$ cat src/rtl/branch_target_unit.sv
// Branch target unit: next-PC + immediate target adder, a direct-mapped BTB
// with 2-bit saturating counters, and registered misprediction detection.
module branch_target_unit #(
    parameter int ADDR_W     = 8,
    parameter int IMM_W      = 8,
    parameter int DEPTH      = 4,
    parameter int SIGNED_IMM = 0
) (
    input  logic              clk,
    input  logic              reset,
    input  logic              lookup_valid,
    input  logic [ADDR_W-1:0] lookup_pc,
    output logic              pred_valid,
    output logic              pred_taken,
    output logic [ADDR_W-1:0] pred_target,
    input  logic              resolve_valid,
    input  logic [ADDR_W-1:0] resolve_pc,
    input  logic [ADDR_W-1:0] resolve_next_pc,
    input  logic [IMM_W-1:0]  resolve_imm,
    input  logic              resolve_taken,
    input  logic              resolve_pred_taken,
    input  logic [ADDR_W-1:0] resolve_pred_target,
    output logic [ADDR_W-1:0] bt,
    output logic              mispredict,
    output logic [ADDR_W-1:0] redirect_pc
);

    localparam int IDX_W = $clog2(DEPTH);
    localparam int TAG_W = ADDR_W - IDX_W;
    localparam logic [ADDR_W-1:0] PC_INC = {{(ADDR_W-1){1'b0}}, 1'b1};

    function automatic logic [ADDR_W-1:0] ext_imm(input logic [IMM_W-1:0] imm);
        logic [ADDR_W-1:0] r;
        r = {ADDR_W{(SIGNED_IMM != 0) && imm[IMM_W-1]}};
        r[IMM_W-1:0] = imm;
        return r;
    endfunction

    function automatic logic [1:0] ctr_update(input logic [1:0] c, input logic taken);
        if (taken) begin
            return (c == 2'b11) ? 2'b11 : c + 2'b01;
        end else begin
            return (c == 2'b00) ? 2'b00 : c - 2'b01;
        end
    endfunction

    logic              valid_q [DEPTH];
    logic [TAG_W-1:0]  tag_q   [DEPTH];
    logic [ADDR_W-1:0] tgt_q   [DEPTH];
    logic [1:0]        ctr_q   [DEPTH];

    logic              pred_valid_q, pred_valid_d;
    logic              pred_taken_q, pred_taken_d;
    logic [ADDR_W-1:0] pred_target_q, pred_target_d;
    logic [ADDR_W-1:0] bt_q, bt_d;
    logic              mispredict_q, mispredict_d;
    logic [ADDR_W-1:0] redirect_q, redirect_d;

    logic [IDX_W-1:0]  l_idx, r_idx;
    logic              l_hit, l_taken, r_hit;
    logic [ADDR_W-1:0] tgt;
    logic              btb_we;
    logic [ADDR_W-1:0] wr_tgt;
    logic [1:0]        wr_ctr;

    // Lookup/resolve decode and BTB write selection; array reads see pre-update state
    always_comb begin
        l_idx   = lookup_pc[IDX_W-1:0];
        l_hit   = valid_q[l_idx] && (tag_q[l_idx] == lookup_pc[ADDR_W-1:IDX_W]);
        l_taken = l_hit && ctr_q[l_idx][1];
        r_idx   = resolve_pc[IDX_W-1:0];
        r_hit   = valid_q[r_idx] && (tag_q[r_idx] == resolve_pc[ADDR_W-1:IDX_W]);
        tgt     = resolve_next_pc + ext_imm(resolve_imm);
        btb_we  = 1'b0;
        wr_tgt  = tgt_q[r_idx];
        wr_ctr  = ctr_q[r_idx];
        if (resolve_valid && r_hit) begin
            btb_we = 1'b1;
            wr_ctr = ctr_update(ctr_q[r_idx], resolve_taken);
            wr_tgt = resolve_taken ? tgt : tgt_q[r_idx];
        end else if (resolve_valid && resolve_taken) begin
            btb_we = 1'b1;
            wr_ctr = 2'b10;
            wr_tgt = tgt;
        end else begin
            btb_we = 1'b0;
        end
    end

    // Next-state for the registered prediction and resolve outputs
    always_comb begin
        pred_valid_d  = lookup_valid;
        pred_taken_d  = pred_taken_q;
        pred_target_d = pred_target_q;
        bt_d          = bt_q;
        redirect_d    = redirect_q;
        mispredict_d  = 1'b0;
        if (lookup_valid) begin
            pred_taken_d  = l_taken;
            pred_target_d = l_taken ? tgt_q[l_idx] : lookup_pc + PC_INC;
        end else begin
            pred_taken_d  = pred_taken_q;
        end
        if (resolve_valid) begin
            bt_d         = tgt;
            redirect_d   = resolve_taken ? tgt : resolve_next_pc;
            mispredict_d = (resolve_pred_taken != resolve_taken) ||
                           (resolve_taken && (resolve_pred_target != tgt));
        end else begin
            mispredict_d = 1'b0;
        end
    end

    // BTB storage; reset only invalidates, payload fields are written with their valid bit
    always_ff @(posedge clk) begin
        if (reset) begin
            for (int i = 0; i < DEPTH; i++) begin
                valid_q[i] <= 1'b0;
            end
        end else if (btb_we) begin
            valid_q[r_idx] <= 1'b1;
            tag_q[r_idx]   <= resolve_pc[ADDR_W-1:IDX_W];
            tgt_q[r_idx]   <= wr_tgt;
            ctr_q[r_idx]   <= wr_ctr;
        end
    end

    // Output registers
    always_ff @(posedge clk) begin
        if (reset) begin
            pred_valid_q  <= 1'b0;
            pred_taken_q  <= 1'b0;
            pred_target_q <= {ADDR_W{1'b0}};
            bt_q          <= {ADDR_W{1'b0}};
            mispredict_q  <= 1'b0;
            redirect_q    <= {ADDR_W{1'b0}};
        end else begin
            pred_valid_q  <= pred_valid_d;
            pred_taken_q  <= pred_taken_d;
            pred_target_q <= pred_target_d;
            bt_q          <= bt_d;
            mispredict_q  <= mispredict_d;
            redirect_q    <= redirect_d;
        end
    end

    assign pred_valid  = pred_valid_q;
    assign pred_taken  = pred_taken_q;
    assign pred_target = pred_target_q;
    assign bt          = bt_q;
    assign mispredict  = mispredict_q;
    assign redirect_pc = redirect_q;

endmodule
$ cat config.mk
export PLATFORM = sky130hd
export DESIGN_NAME = branch_target_unit
export DESIGN_NICKNAME = d
export VERILOG_FILES = /design/src/rtl/branch_target_unit.sv
export SDC_FILE = /design/constraint.sdc
export NUM_CORES = 1
export LEC_CHECK = 0
export ABC_CLOCK_PERIOD_IN_PS = 2700
export BUFFER_PORTS_ARGS = -buffer_cell sky130_fd_sc_hd__buf_4
export CAP_MARGIN = 30
export CELL_PAD_IN_SITES_DETAIL_PLACEMENT = 1
export CELL_PAD_IN_SITES_GLOBAL_PLACEMENT = 1
export CORE_ASPECT_RATIO = 0.8
export CORE_UTILIZATION = 41
export DETAILED_ROUTE_END_ITERATION = 8
export PLACE_DENSITY_LB_ADDON = 0.1
export SYNTH_ARGS = -nofsm -noshare
export SYNTH_HDL_FRONTEND = slang
export SYNTH_SLANG_ARGS = --single-unit
$ cat constraint.sdc
create_clock -name clk -period 2.7 [get_ports clk]
set_input_delay 0 -clock clk [delete_from_list [all_inputs] [get_ports clk]]
set_output_delay 0 -clock clk [all_outputs]
set_load 0.03 [all_outputs]
==> results.py <==
metrics = {
    "power": {
        "switching_power_mw": 0.949,
        "ir_worst_vdd_mv": 0.351,
        "p_sw_frac": 0.268,
        "p_int_mw": 2.59,
        "p_total_mw": 3.54,
        "powerDensity_nw_per_um2": 605,
        "seq_power_share": 0.469,
        "static-leakage-power_nw": 2.24,
        "pwr-share-clk": 0.355,
        "comb_power_share": 0.176,
    },
    "synthesis": {
        "syn-cell-area_um2": 4750,
        "syn_inst": 380,
        "synth_nets": 435,
        "synthMostInstantiatedCell": "edfxtp_1",
        "avgSynthCellArea_um2": 12.5,
        "seq_area_frac_synth": 0.544,
        "synth-simple-area-share": 0.110,
        "synthTopCellsByCount": "68 x edfxtp_1, 32 x nor2_1, 27 x dfxtp_1",
        "ys_seq_elements": 95,
        "ys.flop_type": "edfxtp_1",
        "muxShareOfSynthArea": 0.137,
        "synth_area_leaders": "edfxtp_1 43%, dfxtp_1 11%, mux4_2 8.5%",
        "ys_types": 50,
        "synth_compound_area_frac": 0.0827,
        "ys_warn_count": 0,
        "async_reset_ff_frac": 0,
        "synth_top_area_frac": 0.430,
        "synth_top_cell_by_area": "edfxtp_1",
        "synthAdderAreaFrac": 0.0253,
        "synth-xor-area-share": 0.0674,
        "synth_edf_count": 68,
        "synth_top_family_by_area": "multiplexers",
    },
    "timing": {
        "slew_headroom": 0.460,
        "tns_ns": 0,
        "rsz0062_at_grt": "false",
        "period_share": 0.930,
        "tightest_slew_ns": 0.807,
        "fin_skew_ns": 0.00915,
        "fmax_ghz": 0.398,
        "setup_viol": 0,
        "report.final.slew_viol_count": 0,
        "hold_viol": 0,
        "period_needed_ns": 2.51,
    },
    "placed_design": {
        "hpwlAfterDp_um": 8980,
        "io_buffer_count": 72,
        "gp_congestion": 0.868,
    },
    "grt": {
        "grt_max_degree": 27,
        "grt_pass1_vias": 3585,
        "grt_overflow": 0,
        "track_usage": 0.222,
        "grt_pass1_wl_um": 19900,
        "grt_antenna_before_repair": 0,
    },
    "die": {
        "fp.dieH_um": 98.3,
        "start_util": 0.430,
        "coreArea_um2": 11100,
        "rows": 34,
        "die_w_um": 122,
        "die_area_um2": 12000,
        "io_pins": 73,
    },
    "critical_path": {
        "crit_arrival_ns": 2.56,
        "path_cells": "mux4_2 -> xor2_1 -> nor4_4 -> a21oi_2 -> or2_4 -> nor3_4 -> buf_4",
        "cp-start-kind": "register",
        "cp.buffers_inverters": 1,
        "crit_path_end_kind": "register",
        "slowest_delay_ns": 0.49,
        "path_delay_family": "simple AND/OR/NAND/NOR gates",
        "worst_path_max_delay_cell": "mux4_2",
        "critPathKind": "register to register",
        "critPathRequiredTime_ns": 2.75,
        "critPathMaxFanout": 8,
    },
    "clock_tree": {
        "h-tree-depth": 3,
        "clock_sinks": 95,
        "clock_latency_ns": 0.34,
        "cts_tree": "done",
        "root_buffer": "clkbuf_16",
        "cts_inserted_buffers": 9,
        "clockBufferDepth": 2,
        "cts.clk_slew.worst_paths_ns": 0.07,
    },
    "run_status": {
        "status": "complete, no violations",
    },
    "routing": {
        "routed_wirelength_um": 12200,
        "viasPerCell": 5.53,
        "drt_first_iter_violations": 207,
        "num_vias": 3365,
        "final_antenna_net_count": 0,
        "drt_pass1_iterations": 4,
        "drc": 0,
        "wire_per_inst_um": 20.0,
    },
    "cells_and_area": {
        "antennaDiodeCount": 0,
        "nNetsFinal": 515,
        "num-fill-cells": 1145,
        "drive_gt1_frac": 0.273,
        "synthToLayoutAreaGrowth_pct": 23.1,
    },
    "flow_run": {
        "max_cap_viol_count": 0,
    },
    "min_path": {
        "hp-class": "input port to register",
    },
}
final timing paths:
check	startpoint	endpoint	slack, ns	cells past startpoint
max	tag_q[2][2]	tag_q[0][2]	0.19	7
max reg2reg	tag_q[2][2]	tag_q[0][2]	0.19	7
min	reset	bt[3]	0.02	2
min reg2reg	pred_taken	pred_taken	0.47	2
layout by cell type, fill, tap and decap left out, types with 2 or more instances in the layout:
cell	count
a211oi_1	7
a21o_1	4
a21oi_1	13
a31oi_1	3
and2_1	2
and3_1	2
buf_4	86
clkbuf_16	10
dfxtp_1	27
dlygate4sd3_1	9
edfxtp_1	68
ha_1	8
inv_1	9
inv_6	3
mux2i_1	22
mux4_2	18
nand2_1	20
nand2b_1	4
nand3_1	19
nand4_1	10
nor2_1	32
nor3_1	5
nor3_2	2
o211ai_1	7
o21ai_0	12
o22ai_1	2
o31ai_1	2
xnor2_1	14
xor2_1	20
state kept, by name, indices dropped and copies added (netlist names), 4 cells and up:
name,flops
redirect_pc,8
ctr_q,8
tag_q,24
tgt_q,32
valid_q,4
bt,8
pred_target,8
cell families after synthesis:
group	after synthesis
simple gates	104
flops	95
fa+ha+maj	9
compound gates	60
xor+xnor	35
buf+inv	36
mux	41
layer usage:
layer	part of all wire	wire, µm	track usage	vias up
met3	0.034	417	0.0415	8
met5	0	0	0	-
met1	0.50	6100	0.333	1694
met2	0.46	5590	0.326	67
li1	-	-	-	1596
met4	0.0069	84	0.0591	0
stage by stage:
| step | cell area (µm²) | hold slack (ns) | utilization | cells | setup WS, ns |
|---|---|---|---|---|---|
| 2_1_floorplan | 4750 | 0.0989 | - | 380 | 0.181 |
| 3_3_place_gp | 5460 | 0.226 | 0.493 | 584 | 0.118 |
| 3_5_place_dp | 5460 | 0.227 | 0.493 | 584 | 0.0779 |
| 4_1_cts | 5840 | 0.0155 | 0.528 | 609 | 0.0517 |
| 5_1_grt | 5850 | 0.0246 | 0.529 | 609 | 0.0688 |
| 6_report | 5850 | 0.0233 | 0.529 | 609 | 0.188 |
worst register-to-register path, cell delays in order (launching register included):
cell,delay (ns)
edfxtp_1,0.40
mux4_2,0.49
xor2_1,0.18
nor4_4,0.34
a21oi_2,0.13
or2_4,0.30
nor3_4,0.18
buf_4,0.20
power groups by stage:
stage               clock network [mW]  logic [mW]  registers [mW]
floorplan                            0       0.321            1.75
global placement                     0       0.602            1.69
detailed placement                   0       0.614            1.69
CTS                               1.30       0.627            1.66
global route                      1.34       0.681            1.67
finish                            1.26       0.622            1.66
area by class of cell:
class                      count  area (µm²)  area share
clock buffer                  11         254      0.0434
clock inverter                 5        42.5     0.00727
inverter                      10        37.5     0.00642
multi-input combinational    249        2020       0.345
sequential                    95        2580       0.441
tap                          144         180      0.0308
timing repair buffer          95         736       0.126
what timing repair did:
| action | CTS | global route |
|---|---|---|
| setup endpoints to repair | 0 | 6 |
| hold endpoints to repair | 28 | 0 |
| buffers inserted | 0 | 0 |
| hold buffers | 9 | 0 |
| resized for setup | 0 | 2 |
Note: power is estimated with default switching activity, not from simulation.
